## src/rtl/ram_param_pkg.sv

```systemverilog
`default_nettype none
// ============================================================================
//  Package     : ram_pkg
//  Description : Shared types and default sizes for the parameterised RAM.
//  Revision    : 1.0 - initial release
// ============================================================================
package ram_pkg;

  // Sweep controller states: zeroing the array, then normal access.
  typedef enum logic {
    CLEAR = 1'b0,
    READY = 1'b1
  } ram_state_t;

  localparam int RAM_WIDTH = 16;
  localparam int RAM_DEPTH = 8;

endpackage : ram_pkg
`default_nettype wire

```

## src/rtl/ram_param_if.sv

```systemverilog
`default_nettype none
// ============================================================================
//  Interface   : ram_param_if
//  Description : Access bus of the parameterised RAM (write data, address,
//                write enable, registered read data, clear-busy flag).
//  Revision    : 1.0 - initial release
// ============================================================================
interface ram_param_if #(
  parameter int WIDTH = 16,
  parameter int DEPTH = 8
);
  localparam int AW = $clog2(DEPTH);

  logic [WIDTH-1:0] in;
  logic [AW-1:0]    addr;
  logic             load;
  logic [WIDTH-1:0] out;
  logic             busy;

  // Requester side drives the access, RAM side returns data and status.
  modport master (output in, output addr, output load, input out, input busy);
  modport slave  (input in, input addr, input load, output out, output busy);

endinterface : ram_param_if
`default_nettype wire

```

## src/rtl/ram_param_clear_seq.sv

```systemverilog
`default_nettype none
// ============================================================================
//  Module      : ram_clear_seq
//  Description : Post-reset clear sequencer. Walks a pointer over every word
//                of the array, requesting a zero write each cycle, then
//                parks in READY until the next reset.
//  Revision    : 1.0 - initial release
// ============================================================================
module ram_clear_seq
  import ram_pkg::*;
#(
  parameter int DEPTH = RAM_DEPTH
) (
  input  wire                      clk,
  input  wire                      rst_n,
  output logic                     busy_o,
  output logic                     clr_we_o,
  output logic [$clog2(DEPTH)-1:0] clr_addr_o
);

  localparam int AW = $clog2(DEPTH);
  localparam logic [AW-1:0] LAST_ADDR = AW'(DEPTH - 1);

  ram_state_t    state_q;
  logic [AW-1:0] ptr_q;
  logic          busy_q;

  // Sweep FSM: one word per cycle; the last write also releases busy.
  always_ff @(posedge clk or negedge rst_n) begin
    if (!rst_n) begin
      state_q <= CLEAR;
      ptr_q   <= '0;
      busy_q  <= 1'b1;
    end else begin
      case (state_q)
        CLEAR: begin
          // Pointer is exactly AW bits, so it wraps back to 0 on exit.
          ptr_q <= ptr_q + 1'b1;
          if (ptr_q == LAST_ADDR) begin
            state_q <= READY;
            busy_q  <= 1'b0;
          end
        end
        READY: begin
          state_q <= READY;
        end
        default: begin
          state_q <= CLEAR;
          ptr_q   <= '0;
          busy_q  <= 1'b1;
        end
      endcase
    end
  end

  // Zero writes are requested exactly while the sweep is running.
  assign busy_o     = busy_q;
  assign clr_we_o   = busy_q;
  assign clr_addr_o = ptr_q;

endmodule : ram_clear_seq
`default_nettype wire

```

## src/rtl/ram_param.sv

```systemverilog
`default_nettype none
// ============================================================================
//  Module      : ram_param
//  Description : Single-port RAM, WIDTH x DEPTH (DEPTH a power of two, >= 2),
//                registered read data, hardware zero-sweep after reset.
//                Optional macro RAM_PARAM_WRITE_THROUGH_EN selects write-first
//                read data; default build is read-first.
//  Revision    : 1.0 - initial release
// ============================================================================
module ram_param
  import ram_pkg::*;
#(
  parameter int WIDTH = RAM_WIDTH,
  parameter int DEPTH = RAM_DEPTH
) (
  input  wire          clk,
  input  wire          rst_n,
  ram_param_if.slave   bus
);

  localparam int AW = $clog2(DEPTH);

  logic             busy;
  logic             clr_we;
  logic [AW-1:0]    clr_addr;

  logic             we;
  logic [AW-1:0]    waddr;
  logic [WIDTH-1:0] wdata;

  logic [WIDTH-1:0] mem_q [DEPTH];
  logic [WIDTH-1:0] out_q;
  logic [WIDTH-1:0] out_d;

  ram_clear_seq #(
    .DEPTH (DEPTH)
  ) u_clear_seq (
    .clk        (clk),
    .rst_n      (rst_n),
    .busy_o     (busy),
    .clr_we_o   (clr_we),
    .clr_addr_o (clr_addr)
  );

  // Write-port source: sweep owns the port while busy, user afterwards.
  always_comb begin
    we    = bus.load;
    waddr = bus.addr;
    wdata = bus.in;
    if (busy) begin
      we    = clr_we;
      waddr = clr_addr;
      wdata = '0;
    end
  end

  // Storage array; deliberately not reset, the sweep takes care of it.
  always_ff @(posedge clk) begin
    if (we) begin
      mem_q[waddr] <= wdata;
    end
  end

  // Next read data: forced to zero during the sweep so out never shows X.
  always_comb begin
    out_d = '0;
    if (!busy) begin
`ifdef RAM_PARAM_WRITE_THROUGH_EN
      // Single port: a write always targets the read address.
      out_d = bus.load ? bus.in : mem_q[bus.addr];
`else
      // Array read happens before the same-edge write lands.
      out_d = mem_q[bus.addr];
`endif
    end
  end

  // Registered read data, one cycle of latency.
  always_ff @(posedge clk or negedge rst_n) begin
    if (!rst_n) begin
      out_q <= '0;
    end else begin
      out_q <= out_d;
    end
  end

  assign bus.out  = out_q;
  assign bus.busy = busy;

endmodule : ram_param
`default_nettype wire

```

## src/flat_wrapper.sv

```systemverilog
// flat-port wrapper written by rule: the top's interface ports become plain ports
module ram_param_flat import ram_pkg::*;
#(
  parameter int WIDTH = RAM_WIDTH,
  parameter int DEPTH = RAM_DEPTH
)
  (clk, rst_n, bus_in, bus_addr, bus_load, bus_out, bus_busy);
  ram_param_if #(.WIDTH(WIDTH), .DEPTH(DEPTH)) bus_i ();
  input  wire clk;
  input  wire rst_n;
  input wire logic [$bits(bus_i.in)-1:0] bus_in;
  input wire logic [$bits(bus_i.addr)-1:0] bus_addr;
  input wire logic [$bits(bus_i.load)-1:0] bus_load;
  output wire logic [$bits(bus_i.out)-1:0] bus_out;
  output wire logic [$bits(bus_i.busy)-1:0] bus_busy;
  assign bus_i.in = bus_in;
  assign bus_i.addr = bus_addr;
  assign bus_i.load = bus_load;
  assign bus_out = bus_i.out;
  assign bus_busy = bus_i.busy;
  ram_param #(.WIDTH(WIDTH), .DEPTH(DEPTH)) u_core (.clk(clk), .rst_n(rst_n), .bus(bus_i));
endmodule
```

## config.mk

```make
export PLATFORM = sky130hd
export DESIGN_NAME = ram_param_flat
export DESIGN_NICKNAME = d
export VERILOG_FILES = /design/src/rtl/ram_param_pkg.sv /design/src/rtl/ram_param_if.sv /design/src/rtl/ram_param_clear_seq.sv /design/src/rtl/ram_param.sv /design/src/flat_wrapper.sv
export SDC_FILE = /design/constraint.sdc
export NUM_CORES = 1
export LEC_CHECK = 0
export CAP_MARGIN = 20
export CORE_MARGIN = 2
export CORE_UTILIZATION = 31
export CTS_BUF_LIST = sky130_fd_sc_hd__clkbuf_2 sky130_fd_sc_hd__clkbuf_4 sky130_fd_sc_hd__clkbuf_8
export CTS_CLUSTER_DIAMETER = 50
export DETAILED_ROUTE_END_ITERATION = 10
export MAX_ROUTING_LAYER = met4
export PLACE_DENSITY = 0.5
export RECOVER_POWER = 100
export SLEW_MARGIN = 30
export SYNTH_ARGS = -nofsm -noshare
export SYNTH_HDL_FRONTEND = slang
export SYNTH_SLANG_ARGS = --single-unit
```

## constraint.sdc

```tcl
create_clock -name clk -period 2.39 [get_ports clk]
set_input_delay 0.239 -clock clk [delete_from_list [all_inputs] [get_ports clk]]
set_output_delay 0.239 -clock clk [all_outputs]
set_load 0.1 [all_outputs]
```

After elaboration in Yosys (flattened, before gate mapping)
Memories as Yosys holds them, arrays and structs flattened.
Cells that the tools add are included.
{"block": "word_totals", "regBits": 21, "latch_bits": 0, "mem_bits_rw": 128, "romBits": 0, "input_bits": 22, "out_inout_bits": 17, "elab_cells": 17, "mem_count": 1}
{"block": "op_classes", "addsub": 1, "multipliers": 0, "div_mod_pow": 0, "magnitude_cmp": 0, "n_eq_ne": 1, "shift": 0, "n_mux": 8, "n_bitwise": 1, "reduce_logical": 1}
{"name": "u_core.mem_q", "depth": 8, "width": 16, "rd": 1, "rd_clocked_by_memory_dff": 0, "wr": 1, "line": "ram_param.sv:31", "source": "logic [WIDTH-1:0] mem_q [DEPTH];"}
{"operator": "16-bit 2-to-1 mux", "count": 2}
{"operator": "1-bit 2-to-1 mux", "count": 4}
{"operator": "3-bit by 1-bit adder with 3-bit output (second input constant)", "count": 1}
{"operator": "3-bit == test (second input constant)", "count": 1}
{"operator": "3-bit 2-to-1 mux", "count": 1}
{"operator": "1-bit one-hot mux with 2 select lines", "count": 1}
{"operator": "2-bit AND reduction", "count": 1}
{"operator": "1-bit NOT", "count": 1}

Depth between registers and ports, before layout
Gate-level depths: netlist (run 1).
{"block": "logic_depth", "depth_word": 3, "depth_mapped": 6, "mapped_depth_nobuf": 3}

By module
From an unflattened synthesis (run 1), not the netlist that was laid out.
{"block": "hier_totals", "cells_unflattened": 315, "hier_area_um2": 5760.5}
{"mod": "ram_param", "instances": 1, "cells_per_inst": 301, "area_each_um2": 5552.8, "seq_area_each_um2": 4244.1}
{"mod": "ram_clear_seq", "instances": 1, "cells_per_inst": 14, "area_each_um2": 207.7, "seq_area_each_um2": 126.4}

Least setup slack after synthesis (run 1)
No wires, ideal clock.
{"block": "synth_path", "path_type": "register -> register", "start": "register u_core.u_clear_seq.busy_q, in the netlist u_core.u_clear_seq.busy_o", "end": "memory u_core.mem_q[2][0], enable pin", "setup_ps": 388, "t_arrival_ps": 2136, "t_required_ps": 2002, "slack_ps": -134, "stages_incl_launch_ff": 5, "path_buffers": 1, "synth_period_minus_slack_ps": 2524, "path_cell_list": "dfstp_2 -> clkbuf_1 -> nand2_1 -> a2bb2oi_1 -> nor2_1"}
{"block": "synth_via", "elab_chain_cells": 3, "word_cells_on_any_way": 4, "cone_classes": "mux: 4"}
{"item": "start, declared", "line": "ram_param_clear_seq.sv:26", "source": "logic busy_q;"}
{"item": "start signal, assigned", "line": "ram_param_clear_seq.sv:33", "source": "busy_q <= 1'b1;"}
{"item": "start signal, assigned", "line": "ram_param_clear_seq.sv:41", "source": "busy_q <= 1'b0;"}
{"item": "start signal, assigned", "line": "ram_param_clear_seq.sv:50", "source": "busy_q <= 1'b1;"}
{"item": "1-bit 2-to-1 mux", "line": "ram_param.sv:50", "source": "if (busy) begin"}
{"item": "1-bit 2-to-1 mux", "line": "ram_param.sv:59", "source": "if (we) begin"}
{"item": "1-bit 2-to-1 mux (not written as such)", "line": "ram_param.sv:60", "source": "mem_q[waddr] <= wdata;"}
{"item": "end, declared", "line": "ram_param.sv:31"}
Parallel ways exist; a longest one is shown, timed or not.

Worst setup path in the final report (run 1)
{"block": "layout_path", "start": "register u_core.u_clear_seq.busy_q, in the netlist u_core.u_clear_seq.busy_o", "end": "memory u_core.mem_q[2][12], enable pin"}
The elaborated chain is that of the path after synthesis.

==> impl_metrics.csv, run 1 <==
group,metric,value,unit
final_layout,area_growth,16.20,%
final_layout,multi_input_area,1272,um2
yosys,syn_nets,336,
power,leakage,2.195,nW
detailed_routing,avgRoutedWirePerCell,20.13,um
cts,ctsResizeCount,0,
yosys,syn-mean-instance-area,18.42,um2
status,violations,"DRC",
detailed_routing,routed_wl,12280,um
cts,clkTransAtPathRegs,0.08,ns
yosys,ys.flop_type,"edfxtp_1",
place,pre_cts_ws,0.09086,ns
hold_path,holdCritPathClass,"primary input to flop",
cts,htree_levels,4,
die,initial_core_util,0.3177,
global_route,grt_overflow,0,
die,design.die.area,19640,um2
worst_setup_path,critPathArrivalTime,2.28,ns
yosys,synthCells,312,
die,core,18090,um2
final_layout,antennaDiodeCount,0,
timing,worst_pin_slew,1.448,ns
final_layout,final_cells,610,
power,combPwrFrac,0.103,
worst_setup_path,critPathKind,"flop to flop",
timing,slew_headroom,0.03468,
global_route,grt_pass1_vias,2928,
detailed_routing,drt_iter0_drc,262,
cts,cts_root_buf,"clkbuf_8",
power,internal_power,3.784,mW
timing,rsz0062_at_grt,"no",
die,die_h,140.2,um
yosys,ys_ff_latch,149,
worst_setup_path,crit_path_end_kind,"flop",
place,routabilityCongestion,0.7785,
global_route,antenna_found_initial,0,
cts,cts_buffers,17,
timing,fmax,464.4,MHz
timing,fin_tns_setup,0,ns
timing,min_period_over_period,0.9010,
worst_setup_path,crit_fanout,19,
global_route,grt_pass1_wl,18450,um
die,die_x,140.2,um
yosys,yosys_warnings,0,
power,switching_share,0.2579,
place,io_buffer_count,38,
yosys,synth.distinct_cells,28,
place,post-dp-hpwl,7828,um
cts,cts_buffer_depth,2,
detailed_routing,vias,2935,
final_layout,finalNetCount,392,
cts,clk_latency,0.44,ns
die,num_rows,49,
yosys,synth-seq-area-share,0.7605,
timing,setup_viol,0,
status,status,"complete, but fails checks",
detailed_routing,drcViolationCount,2,
global_route,track_usage,0.1344,
die,ios,39,
timing,setup_ws,0.2366,ns
yosys,synthArstFlopShare,0.1409,
power,p_per_area,763.7,nW/um2
power,ir_drop,0.3202,mV
timing,final.min_clock_period,2.153,ns
final_layout,seq_area,4370,um2
cts,clock-sinks,149,
timing,fin_skew,0.01143,ns
power,seqPwrFrac,0.577,
final_layout,drive_gt1_frac,0.1942,
power,power_switching,1.315,mW
detailed_routing,first_pass_iters,9,
power,clkPwrFrac,0.320,
yosys,syn_area,5747,um2
cts,hold_buffers,0,
cts,cts_tree,"built",
yosys,synth_edf_count,128,
timing,hold_viol,0,
detailed_routing,antenna_left,0,
final_layout,nFillCells,1663,
timing,maxSlewViolCount,0,
power,power,5.099,mW
detailed_routing,vias_per_cell,4.811,
place,dp.cells,578,
worst_setup_path,critical_path_required,2.52,ns
worst_setup_path,start_kind,"flop",
cts,postCtsSetupRepairBufs,0,
flow_run,cap_violations,0,
global_route,grt_max_degree,67,
## per-layer routing
metal	GRT usage	vias to the layer above	routed length (um)
met2	0.1832	76	5447
met1	0.1927	1506	5962
met4	0.04944	0	170
li1	-	1344	-
met5	-	-	0
met3	0.03590	9	700
## layout make-up
class / count / area share
sequential: 149 / 0.6545
multi-input combinational: 142 / 0.1906
timing repair buffer: 55 / 0.05996
tap: 229 / 0.04291
clock buffer: 19 / 0.03729
clock inverter: 13 / 0.01312
inverter: 3 / 0.001686
## final timing paths
kind                                                  from  cells after the start                          endpoint  slack (ns)
min in group asynchronous                            rst_n                      2                u_core.bus.out[10]        0.68
worst min-delay path                           bus_addr[2]                      4                u_core.bus.out[10]        0.49
max in group asynchronous                            rst_n                      2                 u_core.bus.out[4]        0.86
worst max register to register   u_core.u_clear_seq.busy_o                      6               u_core.mem_q[2][12]        0.24
worst max-delay path             u_core.u_clear_seq.busy_o                      6               u_core.mem_q[2][12]        0.24
worst min register to register  u_core.u_clear_seq.state_q                      1  u_core.u_clear_seq.clr_addr_o[0]        0.57
## per-stage QoR
step	instance area, um2	utilization	hold slack [ns]
after floorplan	5754	-	-0.05659
after global placement	6439	0.3560	0.5347
after detailed placement	6439	0.3560	0.5596
after CTS	6775	0.3746	0.1642
after global routing	6678	0.3692	0.5070
final	6678	0.3692	0.4938
## flip-flops by register name (all words and copies together), names as in the netlist
name                           flops
u_core.u_clear_seq.busy_o          1
u_core.mem_q                     128
u_core.bus.out                    16
u_core.u_clear_seq.state_q         1
u_core.u_clear_seq.clr_addr_o      3
## cell families (layout without fill, tap and decap cells)
group,Yosys count,in the layout,synth area share
xor gates and xnor gates,1,1,0.001524
DFF,149,149,0.7605
buffers and inverters,21,90,0.01938
AOI/OAI and AO/OA,39,39,0.04725
and+or+nand+nor,66,66,0.06314
adders and majority gates,2,2,0.004354
muxes,34,34,0.1039
## synth_stat cells, types with 2 or more instances
cell type  count  area, um2
mux4_2         7      157.7
ha_1           2      25.02
a32oi_1        2      17.52
nor3_1        16      80.08
inv_1          3      11.26
buf_2          8      40.04
a21oi_1        2      10.01
nor2b_1       34      212.7
o22ai_1       16      100.1
a211oi_1      16      120.1
edfxtp_1     128       3844
mux4_1         9      236.5
clkbuf_1       7      26.28
dfrtp_1       20      500.5
nand2_1        2      7.510
nor2_1        11      41.29
mux2_2        18      202.7
## critical path, cell delays in order (launching register included)
cell      delay (ns)
dfstp_2         0.67
buf_4           0.30
nor2_1          0.08
a21oi_1         0.27
clkbuf_1        0.20
nor2_2          0.04
buf_2           0.28
## placed cells by master (no fill, tap or decap), drive strengths merged, types with 2 or more instances in the layout
cell type and count:
o22ai 16, nand2 2, edfxtp 128, dfrtp 20
nor2 11, dlygate4sd3 2, clkbuf 43, clkinvlp 3
a211oi 16, a32oi 2, clkinv 10, nor3 16
ha 2, mux4 16, a21oi 2, nor2b 34
buf 11, inv 3, mux2 18, clkdlybuf4s50 18
## power by group through the flow
| stage | Clock [mW] | Combinational (mW) | Sequential [mW] |
|---|---|---|---|
| 4_1_cts | 1.69 | 0.562 | 2.94 |
| 6_report | 1.63 | 0.526 | 2.94 |
| 2_1_floorplan | 0 | 0.178 | 3.19 |
| 3_3_place_gp | 0 | 0.558 | 3.00 |
| 3_5_place_dp | 0 | 0.560 | 3.00 |
| 5_1_grt | 1.79 | 0.557 | 2.95 |
No activity file was read; power rests on OpenSTA's default activity.
==> run 2, diff against run 1 <==
--- a/config.mk
+++ b/config.mk
@@ -7,14 +7,13 @@
 export LEC_CHECK = 0
 export CAP_MARGIN = 20
 export CORE_MARGIN = 2
-export CORE_UTILIZATION = 31
+export CORE_UTILIZATION = 40
 export CTS_BUF_LIST = sky130_fd_sc_hd__clkbuf_2 sky130_fd_sc_hd__clkbuf_4 sky130_fd_sc_hd__clkbuf_8
 export CTS_CLUSTER_DIAMETER = 50
 export DETAILED_ROUTE_END_ITERATION = 10
 export MAX_ROUTING_LAYER = met4
-export PLACE_DENSITY = 0.5
+export PLACE_DENSITY = 0.61
 export RECOVER_POWER = 100
-export SLEW_MARGIN = 30
 export SYNTH_ARGS = -nofsm -noshare
 export SYNTH_HDL_FRONTEND = slang
 export SYNTH_SLANG_ARGS = --single-unit
==> impl_metrics.csv, run 2 (synthesis results as in run 1) <==
group,metric,value,unit
detailed_routing,highest_layer,"met4",
final_layout,final_cell_mix,"edfxtp_1, nor2b_1, clkbuf_1",
worst_setup_path,critical_path_required,2.46,ns
cts,htree_levels,4,
cts,clkTransAtPathRegs,0.09,ns
die,design.die.area,15340,um2
worst_setup_path,critPathArrivalTime,2.23,ns
die,num_rows,43,
timing,fin_skew,0.01253,ns
cts,cts_buffer_depth,2,
detailed_routing,wl_met2,5396,um
detailed_routing,vias_per_cell,5.200,
worst_setup_path,critPathKind,"flop to flop",
worst_setup_path,crit_chain,"buf_4 -> nor2_1 -> a21oi_1 -> clkbuf_1 -> nor2_1 -> clkbuf_2",
detailed_routing,met1_length,5009,um
timing,slew_headroom,0.2128,
timing,hold_viol,0,
final_layout,antennaDiodeCount,0,
hold_path,holdCritPathClass,"primary input to async pin",
timing,setup_ws,0.2336,ns
die,core,13930,um2
power,combPwrFrac,0.094,
global_route,grt_overflow,0,
flow_run,cap_violations,0,
cts,hold_buffers,0,
detailed_routing,drt_iter0_drc,249,
power,leakage,2.234,nW
place,io_buffer_count,38,
global_route,grt_max_degree,67,
worst_setup_path,crit_path_end_kind,"flop",
global_route,antenna_found_initial,0,
timing,setup_viol,0,
global_route,grt_pass1_wl,17190,um
global_route,grt_pass1_vias,3020,
final_layout,fin_area,6704,um2
power,ir_drop,0.3021,mV
detailed_routing,drcViolationCount,0,
die,die_h,123.9,um
power,power_switching,1.349,mW
worst_setup_path,startpoint,"u_core.u_clear_seq.busy_o",
cts,cts_buffers,17,
final_layout,finalNetCount,396,
worst_setup_path,cpLargestDelayFamily,"buffers and inverters",
die,initial_core_util,0.4124,
final_layout,nFillCells,1185,
status,status,"complete, no violations",
detailed_routing,routed_wl,11330,um
cts,postCtsSetupRepairBufs,0,
die,die_x,123.9,um
timing,fmax,463.7,MHz
die,ios,39,
cts,ctsResizeCount,0,
final_layout,drive_gt1_frac,0.1974,
worst_setup_path,cp_common_cell,"nor2_1",
worst_setup_path,max_stage_delay,0.63,ns
final_layout,largest_reg_flops,128,
power,internal_power,4.088,mW
power,switching_share,0.2481,
power,power,5.436,mW
detailed_routing,antenna_left,0,
power,seqPwrFrac,0.540,
timing,maxSlewViolCount,0,
place,placed_area,6407,um2
timing,rsz0062_at_grt,"no",
worst_setup_path,cpMaxStageDelayCell,"dfstp_1",
final_layout,top_register,"u_core.mem_q",
timing,worst_pin_slew,1.186,ns
timing,min_period_over_period,0.9023,
detailed_routing,avgRoutedWirePerCell,20.06,um
worst_setup_path,timing.rr.start,"u_core.u_clear_seq.busy_o",
cts,clock-sinks,149,
cts,clk_latency,0.43,ns
final_layout,layout_commonest_cell,"edfxtp_1",
cts,cts_tree,"built",
place,routabilityCongestion,0.7859,
place,post-dp-hpwl,7184,um
global_route,track_usage,0.1635,
power,clkPwrFrac,0.365,
worst_setup_path,crit_fanout,16,
final_layout,area_growth,16.66,%
cts,cts_root_buf,"clkbuf_8",
worst_setup_path,start_kind,"flop",
detailed_routing,vias,2938,
worst_setup_path,worst-path-buf-inv,3,
power,p_per_area,810.9,nW/um2
detailed_routing,wl_met3,820,um
timing,final.min_clock_period,2.156,ns
place,pre_cts_ws,0.1474,ns
detailed_routing,first_pass_iters,4,
==> run 2: changes by cell type in the layout (fill, tap and decap cells not counted), sizes merged <==
cell / previous run / this run
bufinv: 0 / 3
clkbuf: 43 / 46
clkinv: 10 / 6
inv: 3 / 5
clkinvlp: 3 / 4
buf: 11 / 10
==> run 2: final cells by class <==
cell class / count / area [um2] / area share
tap: 180 / 225.2 / 0.03359
clock inverter: 15 / 178.9 / 0.02669
multi-input combinational: 142 / 1270 / 0.1894
inverter: 3 / 11.26 / 0.001680
clock buffer: 17 / 234.0 / 0.03490
timing repair buffer: 59 / 414.1 / 0.06178
sequential: 149 / 4370 / 0.6519
==> run 2: worst paths after layout <==
path                                               endpoint  slack (ns)  depth (start not counted)
max                                     u_core.mem_q[4][14]        0.23                          6
min                              u_core.u_clear_seq.state_q        0.20                          1
max reg2reg                             u_core.mem_q[4][14]        0.23                          6
min reg2reg                u_core.u_clear_seq.clr_addr_o[0]        0.57                          1
max in group asynchronous                u_core.bus.out[12]        1.12                          2
min in group clk                          u_core.bus.out[1]        0.50                          4
==> run 2: per-layer routing <==
metal / global-route usage / vias up
met5: - / -
li1: - / 1350
met3: 0.04350 / 8
met1: 0.2242 / 1497
met2: 0.2363 / 83
met4: 0.06037 / 0
==> run 2: metrics by stage <==
stage / setup TNS (ns) / utilization / instances / hold WS, ns
3_5_place_dp: 0 / 0.4598 / 533 / 0.5525
4_1_cts: 0 / 0.4895 / 565 / 0.1220
6_report: 0 / 0.4811 / 565 / 0.1995
5_1_grt: 0 / 0.4811 / 565 / 0.2089
3_3_place_gp: 0 / 0.4598 / 533 / 0.5433
2_1_floorplan: -8.277 / - / 312 / -0.05659
==> run 2: power by group through the flow <==
stage	logic, mW	registers (mW)	clock network [mW]
2_1_floorplan	0.178	3.19	0
3_3_place_gp	0.543	3.00	0
3_5_place_dp	0.549	3.00	0
4_1_cts	0.550	2.94	2.04
5_1_grt	0.545	2.95	2.14
6_report	0.513	2.94	1.98
==> run 3, diff against run 2 <==
--- a/config.mk
+++ b/config.mk
@@ -7,12 +7,13 @@
 export LEC_CHECK = 0
 export CAP_MARGIN = 20
 export CORE_MARGIN = 2
-export CORE_UTILIZATION = 40
+export CORE_UTILIZATION = 60
 export CTS_BUF_LIST = sky130_fd_sc_hd__clkbuf_2 sky130_fd_sc_hd__clkbuf_4 sky130_fd_sc_hd__clkbuf_8
 export CTS_CLUSTER_DIAMETER = 50
 export DETAILED_ROUTE_END_ITERATION = 10
+export GPL_ROUTABILITY_DRIVEN = 0
 export MAX_ROUTING_LAYER = met4
-export PLACE_DENSITY = 0.61
+export PLACE_DENSITY = 0.84
 export RECOVER_POWER = 100
 export SYNTH_ARGS = -nofsm -noshare
 export SYNTH_HDL_FRONTEND = slang
==> impl_metrics.csv, run 3 (synthesis results as in run 1) <==
group,metric,value,unit
status,status,"complete, no violations",
cts,hold_buffers,0,
final_layout,final_cells,515,
timing,fin_tns_setup,0,ns
timing,worst_pin_slew,1.215,ns
timing,rsz0062_at_grt,"no",
detailed_routing,drcViolationCount,0,
cts,htree_levels,4,
hold_path,min_from,"bus_addr[2]",
timing,fin_skew,0.01145,ns
final_layout,antennaDiodeCount,0,
detailed_routing,first_pass_iters,5,
detailed_routing,antenna_left,0,
timing,maxSlewViolCount,0,
power,combPwrFrac,0.094,
timing,slew_headroom,0.1934,
final_layout,layout_commonest_cell,"edfxtp_1",
cts,clkTransAtPathRegs,0.08,ns
power,seqPwrFrac,0.533,
place,io_buffer_count,38,
worst_setup_path,timing.rr.start,"u_core.u_clear_seq.busy_o",
detailed_routing,drt_iter0_drc,276,
timing,setup_viol,0,
global_route,antenna_found_initial,0,
detailed_routing,routed_wl,11240,um
detailed_routing,avgRoutedWirePerCell,21.83,um
power,ir_drop,0.5084,mV
cts,cts_buffer_depth,2,
power,power,5.512,mW
detailed_routing,vias_per_cell,5.843,
worst_setup_path,crit_path_end_kind,"flop",
cts,cts_tree,"built",
cts,ctsResizeCount,0,
worst_setup_path,start_kind,"flop",
power,switching_share,0.2359,
final_layout,final_cell_mix,"edfxtp_1, nor2b_1, clkbuf_1",
place,post-dp-hpwl,6987,um
hold_path,holdPathStages,3,
worst_setup_path,critPathArrivalTime,2.21,ns
global_route,grt_pass1_wl,17140,um
timing,min_period_over_period,0.9001,
die,die_x,101.9,um
final_layout,fin_util,0.7187,
die,design.die.area,10380,um2
die,ios,39,
worst_setup_path,critPathKind,"flop to flop",
final_layout,top_register,"u_core.mem_q",
flow_run,cap_violations,0,
timing,hold_ws,0.4367,ns
global_route,track_usage,0.2441,
hold_path,holdCritPathClass,"primary input to flop",
cts,cts_root_buf,"clkbuf_8",
die,core,9284,um2
final_layout,finalNetCount,397,
global_route,grt_max_degree,31,
timing,hold_viol,0,
die,die_h,101.9,um
final_layout,seq_area,4370,um2
worst_setup_path,worstReg2RegEnd,"u_core.mem_q[4][7]",
worst_setup_path,startpoint,"u_core.u_clear_seq.busy_o",
detailed_routing,vias,3009,
final_layout,largest_reg_flops,128,
timing,final.min_clock_period,2.151,ns
worst_setup_path,r2r_slack,0.24,ns
timing,setup_ws,0.2388,ns
final_layout,nFillCells,591,
worst_setup_path,critical_path_required,2.45,ns
final_layout,fin_area,6673,um2
worst_setup_path,reg2regPathDepth,5,
cts,cts_buffers,17,
worst_setup_path,crit_fanout,14,
power,leakage,2.254,nW
final_layout,multi_input_area,1270,um2
power,power_switching,1.300,mW
place,placed_area,6339,um2
place,dp.cells,483,
die,num_rows,35,
place,pre_cts_ws,0.1403,ns
global_route,grt_pass1_vias,3167,
cts,clock-sinks,149,
timing,fmax,464.9,MHz
power,clkPwrFrac,0.373,
die,initial_core_util,0.6190,
cts,postCtsSetupRepairBufs,0,
power,p_per_area,826.1,nW/um2
final_layout,drive_gt1_frac,0.1995,
final_layout,area_growth,16.11,%
hold_path,min_to,"u_core.bus.out[4]",
global_route,grt_overflow,0,
power,internal_power,4.212,mW
cts,clk_latency,0.42,ns
run 3: worst max-delay path: stages, from the launching register on:
cell	delay [ns]
dfstp_2	0.66
nor2b_1	0.16
a21oi_1	0.07
clkbuf_1	0.14
nor2_1	0.25
clkbuf_2	0.51
run 3: power groups by stage:
stage	clock network, mW	logic (mW)	registers [mW]
after global placement	0	0.531	2.99
after detailed placement	0	0.544	3.00
final	2.06	0.516	2.94
after global routing	2.18	0.544	2.95
after floorplan	0	0.178	3.19
after CTS	2.08	0.547	2.94
run 3: area by class of cell:
class / instances / area share
Inverter: 3 / 0.001688
Sequential cell: 149 / 0.6550
Clock buffer: 19 / 0.03731
Multi-Input combinational cell: 142 / 0.1903
Timing Repair Buffer: 60 / 0.06432
Tap cell: 129 / 0.02419
Clock inverter: 13 / 0.02719
run 3: how the worst max path moves through the flow:
| stage | endpoint | cells after the start |
|---|---|---|
| after floorplan | u_core.mem_q[5][0] | 3 |
| after global placement | u_core.mem_q[1][9] | 5 |
| after detailed placement | u_core.mem_q[1][12] | 5 |
| after CTS | u_core.mem_q[0][7] | 3 |
| after global routing | u_core.mem_q[3][5] | 6 |
| final | u_core.mem_q[4][7] | 5 |
run 3: layer usage:
| layer | vias to the layer above | part of all wire | GRT usage |
|---|---|---|---|
| li1 | 1355 | - | - |
| met1 | 1530 | 0.40 | 0.2954 |
| met2 | 110 | 0.53 | 0.4013 |
| met3 | 14 | 0.056 | 0.05130 |
| met4 | 0 | 0.013 | 0.1077 |
| met5 | - | 0 | - |
